<file path="src/rtl/fir_stream_pkg.sv">
// Shared types for the FIR output stream and its DAC sink.
package fir_stream_pkg;
   localparam int SAMPLE_W = 16;

   typedef logic [SAMPLE_W-1:0] sample_t;

   typedef enum logic [1:0] {IDLE, RUN, STOP} dac_state_t;
endpackage

</file>
<file path="src/rtl/sample_fifo.sv">
// Synchronous sample FIFO with a registered occupancy counter.
// Pointers wrap naturally because DEPTH is a power of two.
module sample_fifo
   import fir_stream_pkg::*;
#(
   parameter int DEPTH = 4
) (
   input  logic                     clk,
   input  logic                     rst,
   input  logic                     push,
   input  logic                     pop,
   input  sample_t                  din,
   output sample_t                  dout,
   output logic                     full,
   output logic                     empty,
   output logic [$clog2(DEPTH):0]   level
);
   localparam int AW = $clog2(DEPTH);

   sample_t       mem [DEPTH];
   logic [AW-1:0] wr_ptr;
   logic [AW-1:0] rd_ptr;
   logic          do_push;
   logic          do_pop;

   assign full    = (level == (AW+1)'(DEPTH));
   assign empty   = (level == '0);
   assign do_push = push && !full;
   assign do_pop  = pop && !empty;
   assign dout    = mem[rd_ptr];

   // storage array, written on accepted pushes only
   always_ff @(posedge clk) begin
      if (do_push) mem[wr_ptr] <= din;
   end

   // pointers and occupancy; push+pop together leaves level unchanged
   always_ff @(posedge clk or negedge rst) begin
      if (!rst) begin
         wr_ptr <= '0;
         rd_ptr <= '0;
         level  <= '0;
      end else begin
         if (do_push) wr_ptr <= wr_ptr + 1'b1;
         if (do_pop)  rd_ptr <= rd_ptr + 1'b1;
         case ({do_push, do_pop})
            2'b10:   level <= level + 1'b1;
            2'b01:   level <= level - 1'b1;
            default: level <= level;
         endcase
      end
   end
endmodule

</file>
<file path="src/rtl/fir_dac_tx.sv">
// FIR output sink: buffers samples and serialises them MSB-first onto a
// DSP-mode DAC link (sclk / fs / sdata) divided down from clk.
module fir_dac_tx
   import fir_stream_pkg::*;
#(
   parameter int FIFO_DEPTH = 4,
   parameter int CLK_DIV    = 2,
   parameter int FRAME_BITS = 32
) (
   input  logic                          clk,
   input  logic                          rst,
   input  logic                          en,
   input  logic                          in_valid,
   input  sample_t                       in_sample,
   output logic                          in_ready,
   output logic                          sclk,
   output logic                          fs,
   output logic                          sdata,
   output logic [$clog2(FIFO_DEPTH):0]   fifo_level,
   output logic [15:0]                   underrun_cnt
);
   localparam int DW = (CLK_DIV > 1) ? $clog2(CLK_DIV) : 1;
   localparam int SW = $clog2(FRAME_BITS);
   localparam logic [SW-1:0] LAST_SLOT = SW'(FRAME_BITS-1);

   dac_state_t  state, state_nxt;
   logic [DW-1:0] div_cnt;
   logic [SW-1:0] slot;
   sample_t     shreg;
   sample_t     fifo_dout;
   logic        fifo_full, fifo_empty;
   logic        tick, shift_ev, wrap, halt, load, pop;

   // sclk toggles at divider terminal count; its falling edge is the shift event
   assign tick     = (state != IDLE) && (div_cnt == DW'(CLK_DIV-1));
   assign shift_ev = tick && sclk;
   assign wrap     = shift_ev && (slot == LAST_SLOT);
   // a stopping frame ends at the wrap instead of loading, unless en came back
   assign halt     = wrap && (state == STOP) && !en;
   assign load     = wrap && !halt;
   // pop decision uses pre-cycle occupancy, so a same-cycle push is not seen
   assign pop      = load && !fifo_empty;
   assign in_ready = !fifo_full;

   sample_fifo #(.DEPTH(FIFO_DEPTH)) u_fifo (
      .clk   (clk),
      .rst   (rst),
      .push  (in_valid && in_ready),
      .pop   (pop),
      .din   (in_sample),
      .dout  (fifo_dout),
      .full  (fifo_full),
      .empty (fifo_empty),
      .level (fifo_level)
   );

   // state register
   always_ff @(posedge clk or negedge rst) begin
      if (!rst) state <= IDLE;
      else      state <= state_nxt;
   end

   // next-state: RUN/STOP share timing, STOP only differs at the frame wrap
   always_comb begin
      state_nxt = state;
      case (state)
         IDLE:    if (en) state_nxt = RUN;
         RUN:     if (!en) state_nxt = STOP;
         STOP:    if (halt) state_nxt = IDLE;
                  else if (en) state_nxt = RUN;
         default: state_nxt = IDLE;
      endcase
   end

   // divider, slot counter, shifter and link outputs
   always_ff @(posedge clk or negedge rst) begin
      if (!rst) begin
         div_cnt      <= '0;
         sclk         <= 1'b0;
         slot         <= LAST_SLOT;
         shreg        <= '0;
         fs           <= 1'b0;
         sdata        <= 1'b0;
         underrun_cnt <= '0;
      end else if (state == IDLE) begin
         div_cnt <= '0;
         sclk    <= 1'b0;
         slot    <= LAST_SLOT;
         shreg   <= '0;
         fs      <= 1'b0;
         sdata   <= 1'b0;
      end else begin
         div_cnt <= tick ? '0 : div_cnt + 1'b1;
         if (tick) sclk <= ~sclk;
         if (halt) begin
            slot  <= LAST_SLOT;
            shreg <= '0;
            fs    <= 1'b0;
            sdata <= 1'b0;
         end else if (load) begin
            slot <= '0;
            fs   <= 1'b1;
            if (!fifo_empty) begin
               shreg <= fifo_dout;
               sdata <= fifo_dout[SAMPLE_W-1];
            end else begin
               shreg <= '0;
               sdata <= 1'b0;
               if (underrun_cnt != 16'hFFFF) underrun_cnt <= underrun_cnt + 1'b1;
            end
         end else if (shift_ev) begin
            // zero fill means slots past the sample naturally carry 0
            slot  <= slot + 1'b1;
            fs    <= 1'b0;
            sdata <= shreg[SAMPLE_W-2];
            shreg <= {shreg[SAMPLE_W-2:0], 1'b0};
         end
      end
   end
endmodule

</file>
<file path="config.mk">
export PLATFORM = sky130hd
export DESIGN_NAME = fir_dac_tx
export DESIGN_NICKNAME = d
export VERILOG_FILES = /design/src/rtl/fir_stream_pkg.sv /design/src/rtl/sample_fifo.sv /design/src/rtl/fir_dac_tx.sv
export SDC_FILE = /design/constraint.sdc
export NUM_CORES = 1
export LEC_CHECK = 0
export ABC_AREA = 1
export BUFFER_PORTS_ARGS = -buffer_cell sky130_fd_sc_hd__buf_2
export CAP_MARGIN = 10
export CELL_PAD_IN_SITES_DETAIL_PLACEMENT = 1
export CELL_PAD_IN_SITES_GLOBAL_PLACEMENT = 1
export CORE_MARGIN = 10
export CORE_UTILIZATION = 25
export DETAILED_ROUTE_END_ITERATION = 7
export PLACE_DENSITY = 0.56
export RECOVER_POWER = 25
export SETUP_SLACK_MARGIN = 0.05
export SKIP_LAST_GASP = 1
export SLEW_MARGIN = 25
export SYNTH_ARGS = -nofsm -noshare
export SYNTH_HDL_FRONTEND = slang
export SYNTH_HIERARCHICAL = 1
export SYNTH_SLANG_ARGS = --single-unit
</file>
<file path="constraint.sdc">
create_clock -name clk -period 4.6 [get_ports clk]
set_input_delay 0.46 -clock clk [delete_from_list [all_inputs] [get_ports clk]]
set_output_delay 0.46 -clock clk [all_outputs]
set_load 0.01 [all_outputs]
</file>
==> run_results.csv <==
group,metric,value,unit
yosys,mappedNetlistNets,643,
die,floorplan.io_pins,43,
yosys,synth_top_area_share,0.3343,
clock_network,cts-htree-levels,4,
yosys,postSynthAreaPerCell,9.362,um2
yosys,ys_top_cells_by_area,"sky130_fd_sc_hd__edfxtp_1 (33%), sky130_fd_sc_hd__dfrtp_1 (19%), sky130_fd_sc_hd__nand2_1 (16%), sky130_fd_sc_hd__o211ai_2 (7.0%), sky130_fd_sc_hd__inv_1 (5.1%)",
sta,hold_viol,0,
cells_and_area,stdcell_area,0.006798,mm2
setup_path,critical_path.reg2reg.startpoint,"slot[0]$_DFFE_PN1P_",
clock_network,post_cts_buffers,0,
placement,gp_routability_congestion,0.7621,
clock_network,post_cts_resize_count,0,
yosys,synth_edf_count,64,
cells_and_area,finalNetCount,690,
cells_and_area,layout-area-overhead-vs-synth,18.26,%
detailed_routing,avgViaCountPerCell,4.350,
setup_path,cell_breakdown_of_the_critical_path,"ha_1 -> nand2_1 -> nor2_1 -> ha_1 -> nand3_1 -> buf_4 -> nor2_1 -> nand2_1 -> inv_1 -> ha_1 -> inv_1 -> fa_1 -> nand2_1 -> nand3_1 -> nand2_1 -> nand2_1",
job,drv.max_cap_violation_count,0,
yosys,ys.flop_type,"sky130_fd_sc_hd__edfxtp_1",
setup_path,critical_path.most_common_cell,"sky130_fd_sc_hd__nand2_1",
die,design.die.area,0.02946,mm2
yosys,yosysUniqueCellTypes,34,
sta,setup_violations,0,
global_routing,grt.overflow.total,0,
setup_path,crit_path_max_incr_delay,0.55,ns
clock_network,cts-root-buf,"sky130_fd_sc_hd__clkbuf_16",
detailed_routing,drc,0,
sta,finalCritPeriodShare,0.6321,
global_routing,grt_max_degree,50,
yosys,synth_async_sr_flop_share,0.4336,
setup_path,criticalPathCategory,"reg -> reg",
pwr,power.density_cell_area,546.7,mW/mm2
cells_and_area,layout-drive-gt1-share,0.2033,
sta,timing.max_slew.rel_slack,0.3375,
clock_network,cts_inserted_buffers,17,
yosys,synth_cells,614,
die,initial_utilization,0.2539,
global_routing,wire_length_of_the_first_global_routing_pass,23940,um
setup_path,worst_path_max_delay_cell,"sky130_fd_sc_hd__dfstp_2",
clock_network,cts_hold_buf,0,
yosys,synth-seq-cells,113,
sta,fmaxAchievable,343.9,MHz
placement,postPlaceCellArea,0.006216,mm2
setup_path,worstSetupStartpointType,"register",
cells_and_area,layout_common_cells,"sky130_fd_sc_hd__nand2_1 (239), sky130_fd_sc_hd__inv_1 (78), sky130_fd_sc_hd__edfxtp_1 (64)",
cells_and_area,diodes,0,
global_routing,grt_usage,0.1039,
detailed_routing,wl_final,14220,um
placement,post-place-cells,927,
setup_path,r2r_setup_slack,1.69,ns
sta,finalSetupTns,0,ns
clock_network,clock_sink_count,113,
cells_and_area,layout_commonest_cell,"sky130_fd_sc_hd__nand2_1",
placement,half_perimeter_wire_length_after_placement,9387,um
clock_network,cts_tree,"yes",
setup_path,r2r_end,"u_fifo/level[2]$_DFFE_PN0P_",
sta,report.final.slew_viol_count,0,
setup_path,cp_max_fo,20,
pwr,p_leak,3.220,nW
setup_path,worstPathRequired,4.90,ns
clock_network,clock_insertion_delay_worst_skew,0.42,ns
die,height_of_the_die,171.6,um
setup_path,reg2reg_depth,16,
placement,port_buffers,42,
clock_network,clk_pin_slew,0.06,ns
cells_and_area,layout.cells.non_filler,959,
sta,clock_skew,0.009958,ns
yosys,syn_area,0.005748,mm2
yosys,total_of_warnings_raised_by_yosys,6,
detailed_routing,dr_total_vias,4172,
pwr,vdd_ir_drop_max,0.3679,mV
detailed_routing,drt-wirelength-per-cell,14.83,um
detailed_routing,detail_route.first_pass.iterations,4,
detailed_routing,iteration_0_drc_markers,165,
status,status,"complete, no violations",
setup_path,setup.worst_path.end_class,"register",
die,fp.dieW,171.6,um
yosys,ys_seq_area_frac,0.5488,
sta,rsz0062_at_grt,"no",
die,core-area,0.02264,mm2
clock_network,cts_buffer_depth,2,
global_routing,antenna_found_initial,0,
setup_path,arrival,3.21,ns
die,std_cell_rows,55,
sta,final.min_clock_period,2.907,ns
detailed_routing,antenna_left,0,
global_routing,first_global_vias,4571,
sta,max_slew.worst_pin.slew,0.9923,ns
yosys,synth_area_leader_cell,"sky130_fd_sc_hd__edfxtp_1",
sta,fin_hold_ws,0.1607,ns
hold_path,worstHoldPathType,"in -> async",
worst max-delay path, delay by kind of cell, from the launching register on:
kind / cells / cell delay, ns
flops: 1 / 0.55
buf+inv: 3 / 0.36
fa+ha+maj: 4 / 0.99
simple gates: 9 / 0.90
worst max path at each step:
stage,from,end,slack [ns],cells past startpoint
global placement,slot[0]$_DFFE_PN1P_,u_fifo/level[2]$_DFFE_PN0P_,1.81,16
detailed placement,slot[0]$_DFFE_PN1P_,u_fifo/level[2]$_DFFE_PN0P_,1.69,16
floorplan,slot[0]$_DFFE_PN1P_,u_fifo/level[2]$_DFFE_PN0P_,2.04,16
finish,slot[0]$_DFFE_PN1P_,u_fifo/level[2]$_DFFE_PN0P_,1.69,16
CTS,slot[0]$_DFFE_PN1P_,u_fifo/level[2]$_DFFE_PN0P_,1.68,16
global route,slot[0]$_DFFE_PN1P_,u_fifo/level[2]$_DFFE_PN0P_,1.41,16
report_power, final:
group	total [mW]	internal, mW	leakage [nW]	switching (mW)
logic	1.02	0.312	1.69	0.704
clock network	1.34	0.814	0.294	0.527
registers	1.36	1.27	1.23	0.0940
synthesized netlist by cell type, types with 4 or more instances:
master                       n
sky130_fd_sc_hd__a21oi_1     7
sky130_fd_sc_hd__buf_2       7
sky130_fd_sc_hd__buf_6       7
sky130_fd_sc_hd__dfrtp_1    44
sky130_fd_sc_hd__dfstp_2     5
sky130_fd_sc_hd__edfxtp_1   64
sky130_fd_sc_hd__ha_1        8
sky130_fd_sc_hd__inv_1      78
sky130_fd_sc_hd__inv_2       8
sky130_fd_sc_hd__nand2_1   239
sky130_fd_sc_hd__nand2_2    10
sky130_fd_sc_hd__nand3_1    18
sky130_fd_sc_hd__nand4_1     7
sky130_fd_sc_hd__nor2_1     43
sky130_fd_sc_hd__nor2_4      4
sky130_fd_sc_hd__o211ai_2   32
sky130_fd_sc_hd__xnor2_1     5
sky130_fd_sc_hd__xor2_1      5
logic make-up (layout without fill, tap and decap cells):
group           Yosys count  count (layout)  synth area share
simple gates            332             332            0.2486
flops                   113             113            0.5488
buf+inv                 107             167           0.08707
compound gates           43              43           0.07945
xor+xnor                 10              10           0.01524
fa+ha+maj                 9               9           0.02090
per-layer routing:
| layer | wire [um] | global-route usage | share of wire | vias up |
|---|---|---|---|---|
| li1 | - | - | - | 2044 |
| met1 | 6515 | 0.1258 | 0.46 | 2051 |
| met2 | 6984 | 0.1757 | 0.49 | 66 |
| met3 | 597 | 0.03140 | 0.042 | 11 |
| met4 | 122 | 0.02609 | 0.0086 | 0 |
| met5 | 0 | 0 | 0 | - |
stage by stage:
stage               total power [mW]  setup WS [ns]    util
floorplan                      2.142          2.044       -
global placement               2.358          1.813  0.2739
detailed placement             2.433          1.692  0.2746
CTS                            3.797          1.683  0.3009
global route                   3.994          1.409  0.3002
finish                         3.716          1.693  0.3002
layout make-up:
type                            count  area, um2
Inverter                           87      331.6
Clock inverter                     15      171.4
Sequential cell                   113       3154
Timing Repair Buffer               48      235.2
Multi-Input combinational cell    394       2123
Tap cell                          285      356.6
Fill cell                        2633      15840
Clock buffer                       17      425.4
flip-flops by register name (all words and copies together) (netlist names), 2 cells and up:
name	cells
u_fifo/wr_ptr	2
u_fifo/mem	64
u_fifo/rd_ptr	2
slot	5
state	2
u_fifo/level	3
shreg	15
underrun_cnt	16
(Power assumes the default switching activity.)
